==> config.mk <==
export PLATFORM = sky130hd
export DESIGN_NAME = irq_source_unit
export DESIGN_NICKNAME = d
export VERILOG_FILES = /design/src/rtl/irq_source_unit_pkg.sv /design/src/rtl/irq_edge_sync.sv /design/src/rtl/irq_source_unit.sv
export SDC_FILE = /design/constraint.sdc
export NUM_CORES = 1
export LEC_CHECK = 0
export BUFFER_PORTS_ARGS = -buffer_cell sky130_fd_sc_hd__buf_2
export CAP_MARGIN = 40
export CORE_MARGIN = 8
export CORE_UTILIZATION = 33
export CTS_CLUSTER_DIAMETER = 150
export DETAILED_ROUTE_END_ITERATION = 6
export PLACE_DENSITY = 0.57
export SYNTH_ARGS = -nofsm -noshare
export SYNTH_HDL_FRONTEND = slang
export SYNTH_SLANG_ARGS = --single-unit
export TNS_END_PERCENT = 1
==> constraint.sdc <==
create_clock -name clk -period 2.9 [get_ports clk]
set_clock_uncertainty 0.05 [all_clocks]
set_input_delay 0 -clock clk [delete_from_list [all_inputs] [get_ports clk]]
set_output_delay 0 -clock clk [all_outputs]
set_load 0.05 [all_outputs]
==> src/rtl/irq_source_unit_pkg.sv <==
// Shared constants for the machine interrupt source: register word offsets,
// mcause interrupt codes and the mstatus.MIE bit index used by the exception unit.
package irq_source_unit_pkg;

    // Word index within the 32-byte window (mem_addr[4:2])
    localparam logic [2:0] REG_MTIME_LO    = 3'd0;
    localparam logic [2:0] REG_MTIME_HI    = 3'd1;
    localparam logic [2:0] REG_MTIMECMP_LO = 3'd2;
    localparam logic [2:0] REG_MTIMECMP_HI = 3'd3;
    localparam logic [2:0] REG_MSIP        = 3'd4;
    localparam logic [2:0] REG_EXT_PEND    = 3'd5;
    localparam logic [2:0] REG_EXT_EN      = 3'd6;
    localparam logic [2:0] REG_RSVD        = 3'd7;

    // Interrupt cause codes
    localparam logic [3:0] CAUSE_NONE = 4'd0;
    localparam logic [3:0] CAUSE_MSI  = 4'd3;
    localparam logic [3:0] CAUSE_MTI  = 4'd7;
    localparam logic [3:0] CAUSE_MEI  = 4'd11;

    // mstatus.MIE bit position
    localparam int unsigned MSTATUS_MIE_BIT = 3;

    // Isolate the lowest set bit (two's-complement trick)
    function automatic logic [31:0] lowest_set(input logic [31:0] v);
        return v & (~v + 32'd1);
    endfunction

endpackage

==> src/rtl/irq_edge_sync.sv <==
// Two-flop synchronizer for one asynchronous interrupt line followed by a
// rising-edge detector; rise_o pulses for one cycle per synchronized rise.
module irq_edge_sync (
    input  logic clk,
    input  logic rst,
    input  logic irq_i,
    output logic rise_o
);

    logic sync1_q, sync1_d;
    logic sync2_q, sync2_d;
    logic sync3_q, sync3_d;

    // Shift the line through the synchronizer and the edge-history flop
    always_comb begin
        sync1_d = irq_i;
        sync2_d = sync1_q;
        sync3_d = sync2_q;
    end

    // State update; reset drops any edge still in flight
    always_ff @(posedge clk) begin
        if (rst) begin
            sync1_q <= 1'b0;
            sync2_q <= 1'b0;
            sync3_q <= 1'b0;
        end else begin
            sync1_q <= sync1_d;
            sync2_q <= sync2_d;
            sync3_q <= sync3_d;
        end
    end

    assign rise_o = sync2_q & ~sync3_q;

endmodule

==> src/rtl/irq_source_unit.sv <==
// Memory-mapped machine interrupt source: 64-bit mtime/mtimecmp timer,
// software interrupt bit and N_EXT edge-triggered external lines. Drives a
// registered level interrupt plus cause code to the exception unit.
module irq_source_unit
    import irq_source_unit_pkg::*;
#(
    parameter logic [31:0] BASE_ADDR = 32'hFFFF_0000,
    parameter int unsigned PRESCALE  = 1,
    parameter int unsigned N_EXT     = 4
) (
    input  logic             clk,
    input  logic             rst,
    input  logic [31:0]      mem_addr,
    input  logic [31:0]      mem_wdata,
    input  logic             mem_we,
    input  logic             mem_re,
    output logic [31:0]      mem_rdata,
    output logic             mem_rvalid,
    input  logic [N_EXT-1:0] ext_irq_in,
    input  logic             irq_ack,
    output logic             interrupt,
    output logic [3:0]       irq_cause
);

    localparam int unsigned PW = (PRESCALE > 1) ? $clog2(PRESCALE) : 1;

    logic [PW-1:0]    presc_q, presc_d;
    logic [63:0]      mtime_q, mtime_d;
    logic [63:0]      mtimecmp_q, mtimecmp_d;
    logic             msip_q, msip_d;
    logic [N_EXT-1:0] ext_pend_q, ext_pend_d;
    logic [N_EXT-1:0] ext_en_q, ext_en_d;
    logic             interrupt_q, interrupt_d;
    logic [3:0]       cause_q, cause_d;
    logic [31:0]      rdata_q, rdata_d;
    logic             rvalid_q, rvalid_d;

    logic             hit, wr, rd, tick;
    logic [2:0]       word;
    logic [N_EXT-1:0] ext_rise, ack_mask, w1c_mask;
    logic [31:0]      cand32, low32, pend32, en32;
    logic             timer_p, soft_p, ext_p;
    logic             unused_bits;

    assign hit  = (mem_addr[31:5] == BASE_ADDR[31:5]);
    assign word = mem_addr[4:2];
    assign wr   = mem_we & hit;
    assign rd   = mem_re & hit;
    assign tick = (presc_q == PW'(PRESCALE - 1));

    for (genvar i = 0; i < N_EXT; i++) begin : g_sync
        irq_edge_sync u_sync (
            .clk    (clk),
            .rst    (rst),
            .irq_i  (ext_irq_in[i]),
            .rise_o (ext_rise[i])
        );
    end

    // Prescaler and mtime: a bus write to either half suppresses the increment
    always_comb begin
        presc_d = tick ? '0 : presc_q + PW'(1);
        mtime_d = mtime_q;
        if (wr && word == REG_MTIME_LO) begin
            mtime_d[31:0] = mem_wdata;
        end else if (wr && word == REG_MTIME_HI) begin
            mtime_d[63:32] = mem_wdata;
        end else if (tick) begin
            mtime_d = mtime_q + 64'd1;
        end
    end

    // Software-writable configuration registers
    always_comb begin
        mtimecmp_d = mtimecmp_q;
        msip_d     = msip_q;
        ext_en_d   = ext_en_q;
        if (wr) begin
            unique case (word)
                REG_MTIMECMP_LO: mtimecmp_d[31:0]  = mem_wdata;
                REG_MTIMECMP_HI: mtimecmp_d[63:32] = mem_wdata;
                REG_MSIP:        msip_d            = mem_wdata[0];
                REG_EXT_EN:      ext_en_d          = mem_wdata[N_EXT-1:0];
                default: ;
            endcase
        end
    end

    // External pending: W1C and ack clear, a fresh edge always wins
    always_comb begin
        cand32             = '0;
        cand32[N_EXT-1:0]  = ext_pend_q & ext_en_q;
        low32              = lowest_set(cand32);
        ack_mask           = (irq_ack && cause_q == CAUSE_MEI) ? low32[N_EXT-1:0] : '0;
        w1c_mask           = (wr && word == REG_EXT_PEND) ? mem_wdata[N_EXT-1:0] : '0;
        ext_pend_d         = (ext_pend_q & ~w1c_mask & ~ack_mask) | ext_rise;
    end

    // Pending sources and prioritized cause for the exception unit
    always_comb begin
        timer_p     = (mtime_q >= mtimecmp_q);
        soft_p      = msip_q;
        ext_p       = |(ext_pend_q & ext_en_q);
        interrupt_d = timer_p | soft_p | ext_p;
        if (ext_p) begin
            cause_d = CAUSE_MEI;
        end else if (soft_p) begin
            cause_d = CAUSE_MSI;
        end else if (timer_p) begin
            cause_d = CAUSE_MTI;
        end else begin
            cause_d = CAUSE_NONE;
        end
    end

    // Read mux samples pre-update state, so read-during-write returns the old value
    always_comb begin
        pend32            = '0;
        pend32[N_EXT-1:0] = ext_pend_q;
        en32              = '0;
        en32[N_EXT-1:0]   = ext_en_q;
        rdata_d           = rdata_q;
        rvalid_d          = rd;
        if (rd) begin
            unique case (word)
                REG_MTIME_LO:    rdata_d = mtime_q[31:0];
                REG_MTIME_HI:    rdata_d = mtime_q[63:32];
                REG_MTIMECMP_LO: rdata_d = mtimecmp_q[31:0];
                REG_MTIMECMP_HI: rdata_d = mtimecmp_q[63:32];
                REG_MSIP:        rdata_d = {31'd0, msip_q};
                REG_EXT_PEND:    rdata_d = pend32;
                REG_EXT_EN:      rdata_d = en32;
                REG_RSVD:        rdata_d = 32'd0;
                default:         rdata_d = 32'd0;
            endcase
        end
    end

    // State registers with synchronous reset
    always_ff @(posedge clk) begin
        if (rst) begin
            presc_q     <= '0;
            mtime_q     <= 64'd0;
            mtimecmp_q  <= '1;
            msip_q      <= 1'b0;
            ext_pend_q  <= '0;
            ext_en_q    <= '0;
            interrupt_q <= 1'b0;
            cause_q     <= CAUSE_NONE;
            rdata_q     <= 32'd0;
            rvalid_q    <= 1'b0;
        end else begin
            presc_q     <= presc_d;
            mtime_q     <= mtime_d;
            mtimecmp_q  <= mtimecmp_d;
            msip_q      <= msip_d;
            ext_pend_q  <= ext_pend_d;
            ext_en_q    <= ext_en_d;
            interrupt_q <= interrupt_d;
            cause_q     <= cause_d;
            rdata_q     <= rdata_d;
            rvalid_q    <= rvalid_d;
        end
    end

    assign interrupt  = interrupt_q;
    assign irq_cause  = cause_q;
    assign mem_rdata  = rdata_q;
    assign mem_rvalid = rvalid_q;

    // Byte-lane bits and upper bits of the one-hot helper are intentionally unused
    assign unused_bits = ^{mem_addr[1:0], low32};

endmodule

## Yosys cells after proc, flatten, opt, wreduce, memory -nomap -nowiden

Index checks and enable logic that the tools add are counted.

| operators by class | value |
|---|---|
| add/sub/neg operators | 3 |
| $lt $le $gt $ge | 1 |
| equal/unequal tests | 12 |
| muxes and demuxes | 10 |
| bitwise logic cells | 22 |
| reduce and logical (&&, ||, !) cells | 14 |

Operators with widths:

| operator | number |
|---|---|
| 32-bit one-hot mux with 8 select lines | 1 |
| 32-bit two-way mux | 3 |
| 64-bit by 1-bit adder with 64-bit output, second input constant | 1 |
| 64-bit greater-or-equal comparator | 1 |
| 64-bit two-way mux | 1 |
| 27-bit == test, second input constant | 1 |
| 4-bit bitwise AND | 4 |
| 3-bit == test, second input constant | 4 |
| 4-bit two-way mux | 3 |
| 4-bit inverter | 3 |
| 2-bit AND reduction | 6 |
| 1-bit bitwise AND | 6 |
| 3-bit by 2-bit == test with 1-bit output, second input constant | 2 |
| 3-bit two-way mux | 2 |
| 1-bit inverter | 6 |
| 6-bit OR reduction | 1 |
| 4-bit by 1-bit adder with 4-bit output, second input constant | 1 |
| 4-bit == test, second input constant | 1 |
| 1-bit logical AND | 4 |
| 2-bit by 1-bit inequality test with 1-bit output, second input constant | 2 |
| 4-bit OR | 1 |
| 4-bit OR reduction | 1 |
| 3-bit by 1-bit == test with 1-bit output, second input constant | 1 |
| 3-bit zero test | 1 |
| 4 further kinds | 5 |

| storage, ports and cells | value |
|---|---|
| flip-flop bits (word level) | 188 |
| input bits | 73 |
| output and inout bits | 38 |
| word-level logic and storage cells | 87 |

## Depth between registers and ports, before layout

| depth | value |
|---|---|
| depth in word-level cells | 8 |
| mapped depth | 9 |
| depth with buffers taken out | 8 |

## Hierarchy

A second synthesis with hierarchy kept.

| unflattened totals | value |
|---|---|
| cells, all modules | 1454 |
| area total of the unflattened synthesis | 11315.9 µm² |

By module, submodules not included:

| module | instances | cells an instance | area an instance (µm²) | sequential area each (µm²) |
|---|---|---|---|---|
| irq_source_unit | 1 | 1426 | 10965.5 | 3483.3 |
| irq_edge_sync | 4 | 7 | 87.6 | 60.1 |

## Least setup slack after synthesis

Ideal clock, no wire load.

| timing | value |
|---|---|
| kind | register to register |
| from | register mtime_q[4] |
| to | register mtime_q[61] |
| setup time | 0.070 ns |
| arrival time | 2.039 ns |
| required time | 2.780 ns |
| setup slack | 0.740 ns |
| stages on the path, launching flop included | 9 |
| buffers on the path | 2 |
| clock period less this slack | 2.160 ns |
| cells stage by stage | dfxtp_1 buf_2 nand4_1 nor4_1 and4_1 buf_4 nand3_1 o41a_1 a21oi_1 |

| on the way | value |
|---|---|
| word-level cells in the longest chain between the ends | 3 |

RTL lines:

| element | RTL line | RTL |
|---|---|---|
| from (decl) | irq_source_unit.sv:28 | `logic [63:0] mtime_q, mtime_d;` |
| from (signal assigned) | irq_source_unit.sv:154 | `mtime_q <= mtime_d;` |
| 64-bit by 1-bit adder with 64-bit output | irq_source_unit.sv:69 | `mtime_d = mtime_q + 64'd1;` |
| 64-bit two-way mux | irq_source_unit.sv:68 | `end else if (tick) begin` |
| 32-bit two-way mux | irq_source_unit.sv:66 | `end else if (wr && word == REG_MTIME_HI) begin` |

No other way between the ends. The select of a mux whose other input is x is not followed.
A chain may end at the register's enable or synchronous reset.

## Final worst setup path

| timing | value |
|---|---|
| from | register mtime_q[17] |
| to | register cause_q[2], in the netlist irq_cause[2] |

| on the way | value |
|---|---|
| word-level cells in the longest chain between the ends | 2 |

RTL lines:

| element | RTL line | RTL |
|---|---|---|
| 64-bit greater-or-equal comparator | irq_source_unit.sv:101 | `timer_p = (mtime_q >= mtimecmp_q);` |
| 3-bit two-way mux | irq_source_unit.sv:109 | `end else if (timer_p) begin` |
| to (signal assigned) | irq_source_unit.sv:160 | `cause_q <= cause_d;` |
| to (decl) | irq_source_unit.sv:34 | `logic [3:0] cause_q, cause_d;` |

No other way between the ends.

==> impl_results.md <==
* Area share of and/or/nand/nor cells after synthesis at 24.7%
* Post-Syn Area at between 10,000 and 15,000 um2
* Max FO, Critical Path at 8
* Final Hold Violating Endpoints at 0
* Syn Area/Cell at 7.86 um2
* Crit path from: mtime_q[17]
* Switching share of power at 25.6%
* Die H at 201 um
* RSZ-0062 raised after global routing: no
* DR WL/cell at 19.5 um
* Routability cong. at between 0.8 and 0.9
* Min-Delay Path Depth at 3
* Status: finished clean
* Worst slew pin tran at 0.789 ns
* CTS max path bufs at 2
* Pre-antenna DRT Iters at 7
* Gr ovfl total at 0
* Synth unique cells at ~80
* I/O pin cnt at 111
* Core Footprint at 33,600 um2
* Fin nets at around 1,700
* Synth area leader: dfxtp_1
* RR Endpoint: irq_cause[2]
* Vias in the first global route at approximately 11,000
* Pint at 0.00401 W
* Worst path max stage delay at roughly 0.5 ns
* WP data arrival at 2.85 ns
* DR iter-0 viols at around 1,000
* Worst Setup Start Kind: flip-flop
* Worst Path Required at 3.17 ns
* Sequential area share after synthesis at 32.9%
* First-pass GRT wire length at 63,100 um
* Hold path startpoint: mem_re
* Fillers at 3,461
* DPL Wire Length at 28,900 um
* Crit Path Category: flip-flop to flip-flop
* Max cap viols at 0
* Reg2Reg Launch Point: mtime_q[17]
* Via count at roughly 12,000
* Cell mode on critical path: nand4_1
* Routed WL at 40,000 um
* CTS Buf Count at 17
* Async SR Flop Fraction at 0%
* Clock slew at reported path FFs at 0.07 ns
* Synth Area in Adders at 7.19%
* Initial Utilization at about a third
* Cell family with most CP delay: compound AO/OA/AOI/OAI gates
* Mux contribution to synthesized area at 4.05%
* Cells on worst reg2reg path at 8
* Worst path buffer plus inverter count at 1
* Critical-path cell list: ha_1 > nand4_1 > nor4_1 > buf_4 > nand4_1 > o22ai_1 > a41oi_1 > a2111oi_0
* TritonCTS clock tree: done
* Yosys warns at 0
* Total GRT Usage at roughly a fifth
* Largest family of logic cells by synthesized area: simple AND/OR/NAND/NOR gates
* Layout cells sized above 1 at 17.0%
* Syn Inst Count at 1,438
* Reg power frac at 47.8%
* Xor/xnor share of the synthesized area at 0.0775%
* Post-synthesis net count at about 1,600
* CTS root buffer: clkbuf_16
* Synth top area share at 32.9%
* Power Density at 397 nW/um2
* Clock latency on the worst-skew pair at 0.46 ns
* Combinational power share at 7.4%
* Row cnt at 67
* Slew headroom at roughly 46%
* Largest net degree at the start of global routing at 85
* Max IR drop VDD at 0.263 mV
* Clk pwr share at around 45%
* Post-route ant nets at 0
* Post-CTS setup buffers at 0
* Most frequent cell after synthesis: nand2_1
* Sw power at approximately 0.0014 W
* Clk sinks at 186
* Vias per cell at ~5.6
* Cts repair resizes at 0
* Final period utilization at 88.9%
* Max Slew Vio Count at 0
* Synth Area in Compound Gates at between 20% and 30%
* # setup viols final at 0
* Slowest cell on crit path: a2111oi_0
* Ys flop type: dfxtp_1
* Htree depth at 4
* Layout Area Growth over Synthesis at 20.0%
* Area of the multi-input gates at ~6800 um2
* Setup crit end kind: flip-flop
* Residual DRC at 0
* Reg area at between 3000 and 4000 um2
* Synth top area cells: dfxtp_1 33%, nand2_1 7.3%, ha_1 7.2%
* Worst hold endpoint: mem_rvalid
* Total power at 0.00539 W
* Setup TNS at 0 ns
* Antenna violations before repair at 0
* FMAX at 388 MHz
* Pleak at 5.93 nW
* EDFF count, synth at 0
* Die ar. at 40,400 um2
* Number of synthesized register bits at 186
* Die extent in x at 201 um
* I/O Buffers at 108
* Most frequent cells after synthesis: 221 x nand2_1, 186 x dfxtp_1, 128 x a21oi_1
* Worst reg-to-reg setup slack at around 0.32 ns
* Final Critical Period at 2.58 ns
* Min-delay worst type: input pin to flip-flop
* N_diodes at 0
[metal layers]
layer,part of all wire [%],vias up,track usage [%]
li1,-,5561,-
met1,45,5532,25.4
met2,47,391,31.8
met3,6.1,57,3.20
met4,2.1,0,5.91
met5,0,-,0
[power by group through the flow]
stage               Combinational, W  Sequential, W  Clock (W)
global placement            0.000354        0.00263          0
CTS                         0.000399        0.00257    0.00246
finish                      0.000400        0.00257    0.00242
detailed placement          0.000355        0.00263          0
global route                0.000427        0.00258    0.00254
floorplan                   0.000176        0.00263          0
[cell families after synthesis]
logic type                 after synthesis
AOI/OAI and AO/OA                      405
and+or+nand+nor                        557
buffers and inverters                  178
muxes                                   45
other                                    1
DFF                                    186
xor gates and xnor gates                 1
adders and majority gates               65
[worst register-to-register path, delay by kind of cell (launching register included)]
family          cells  cell delay (ns)
compound gates      3             0.76
flops               1             0.40
buf+inv             1             0.17
fa+ha+maj           1             0.35
simple gates        3             0.71
[flip-flops by register name (all words and copies together), names as in the netlist]
signal and count:
interrupt 1, ext_en_q 4, presc_q 1, mtimecmp_q 64, g_sync.u_sync.sync1_q 4, irq_cause 2, msip_q 1, ext_pend_q 4
mem_rdata 32, mtime_q 64, mem_rvalid 1, g_sync.u_sync.sync2_q 4, g_sync.u_sync.sync3_q 4
[layout make-up]
type	count	share of cell area [%]
timing repair buffer	238	12.1
multi-input combinational	1074	49.9
clock buffer	18	3.24
sequential	186	27.4
clock inverter	13	1.04
inverter	77	2.13
tap	448	4.13
[metrics by stage]
stage / cell area (um2) / setup WS, ns / hold slack, ns / utilization, % / instances
2_1_floorplan: 11300 / 0.740 / 0.0291 / - / 1438
3_3_place_gp: 12600 / 0.349 / 0.163 / 37.4 / 1982
3_5_place_dp: 12600 / 0.309 / 0.162 / 37.4 / 1983
4_1_cts: 13600 / 0.322 / 0.0938 / 40.4 / 2054
5_1_grt: 13600 / 0.122 / 0.137 / 40.4 / 2054
6_report: 13600 / 0.321 / 0.112 / 40.4 / 2054
[timing repair]
| item | 4_1_cts | 5_1_grt |
|---|---|---|
| hold buffers | 40 | 0 |
| endpoints found under the hold margin | 150 | 0 |
| endpoints found under the setup margin | 0 | 0 |
[cells in the final DEF, fill, tap and decap left out, drive strengths merged, types with 14 or more instances in the layout]
cell	Yosys	final
a2111oi	29	29
a211oi	16	16
a21oi	131	131
and2	18	18
and3	14	14
and4	14	14
buf	58	198
clkbuf	43	18
dfxtp	186	186
dlygate4sd3	0	40
ha	65	65
inv	77	81
mux2i	39	39
nand2	224	224
nand3	45	45
nand4	41	41
nor2	114	114
nor3	20	20
nor4	15	15
o211ai	66	66
o21ai	71	71
[worst max path at each step]
stage                        end  slack (ns)  cells past startpoint
finish              irq_cause[2]        0.32                      8
global route        irq_cause[2]        0.12                      8
CTS                 irq_cause[2]        0.32                      8
detailed placement   mtime_q[52]        0.31                      9
global placement     mtime_q[52]        0.35                      9
floorplan            mtime_q[61]        0.74                      8
Power figures use the tool's default switching activity.
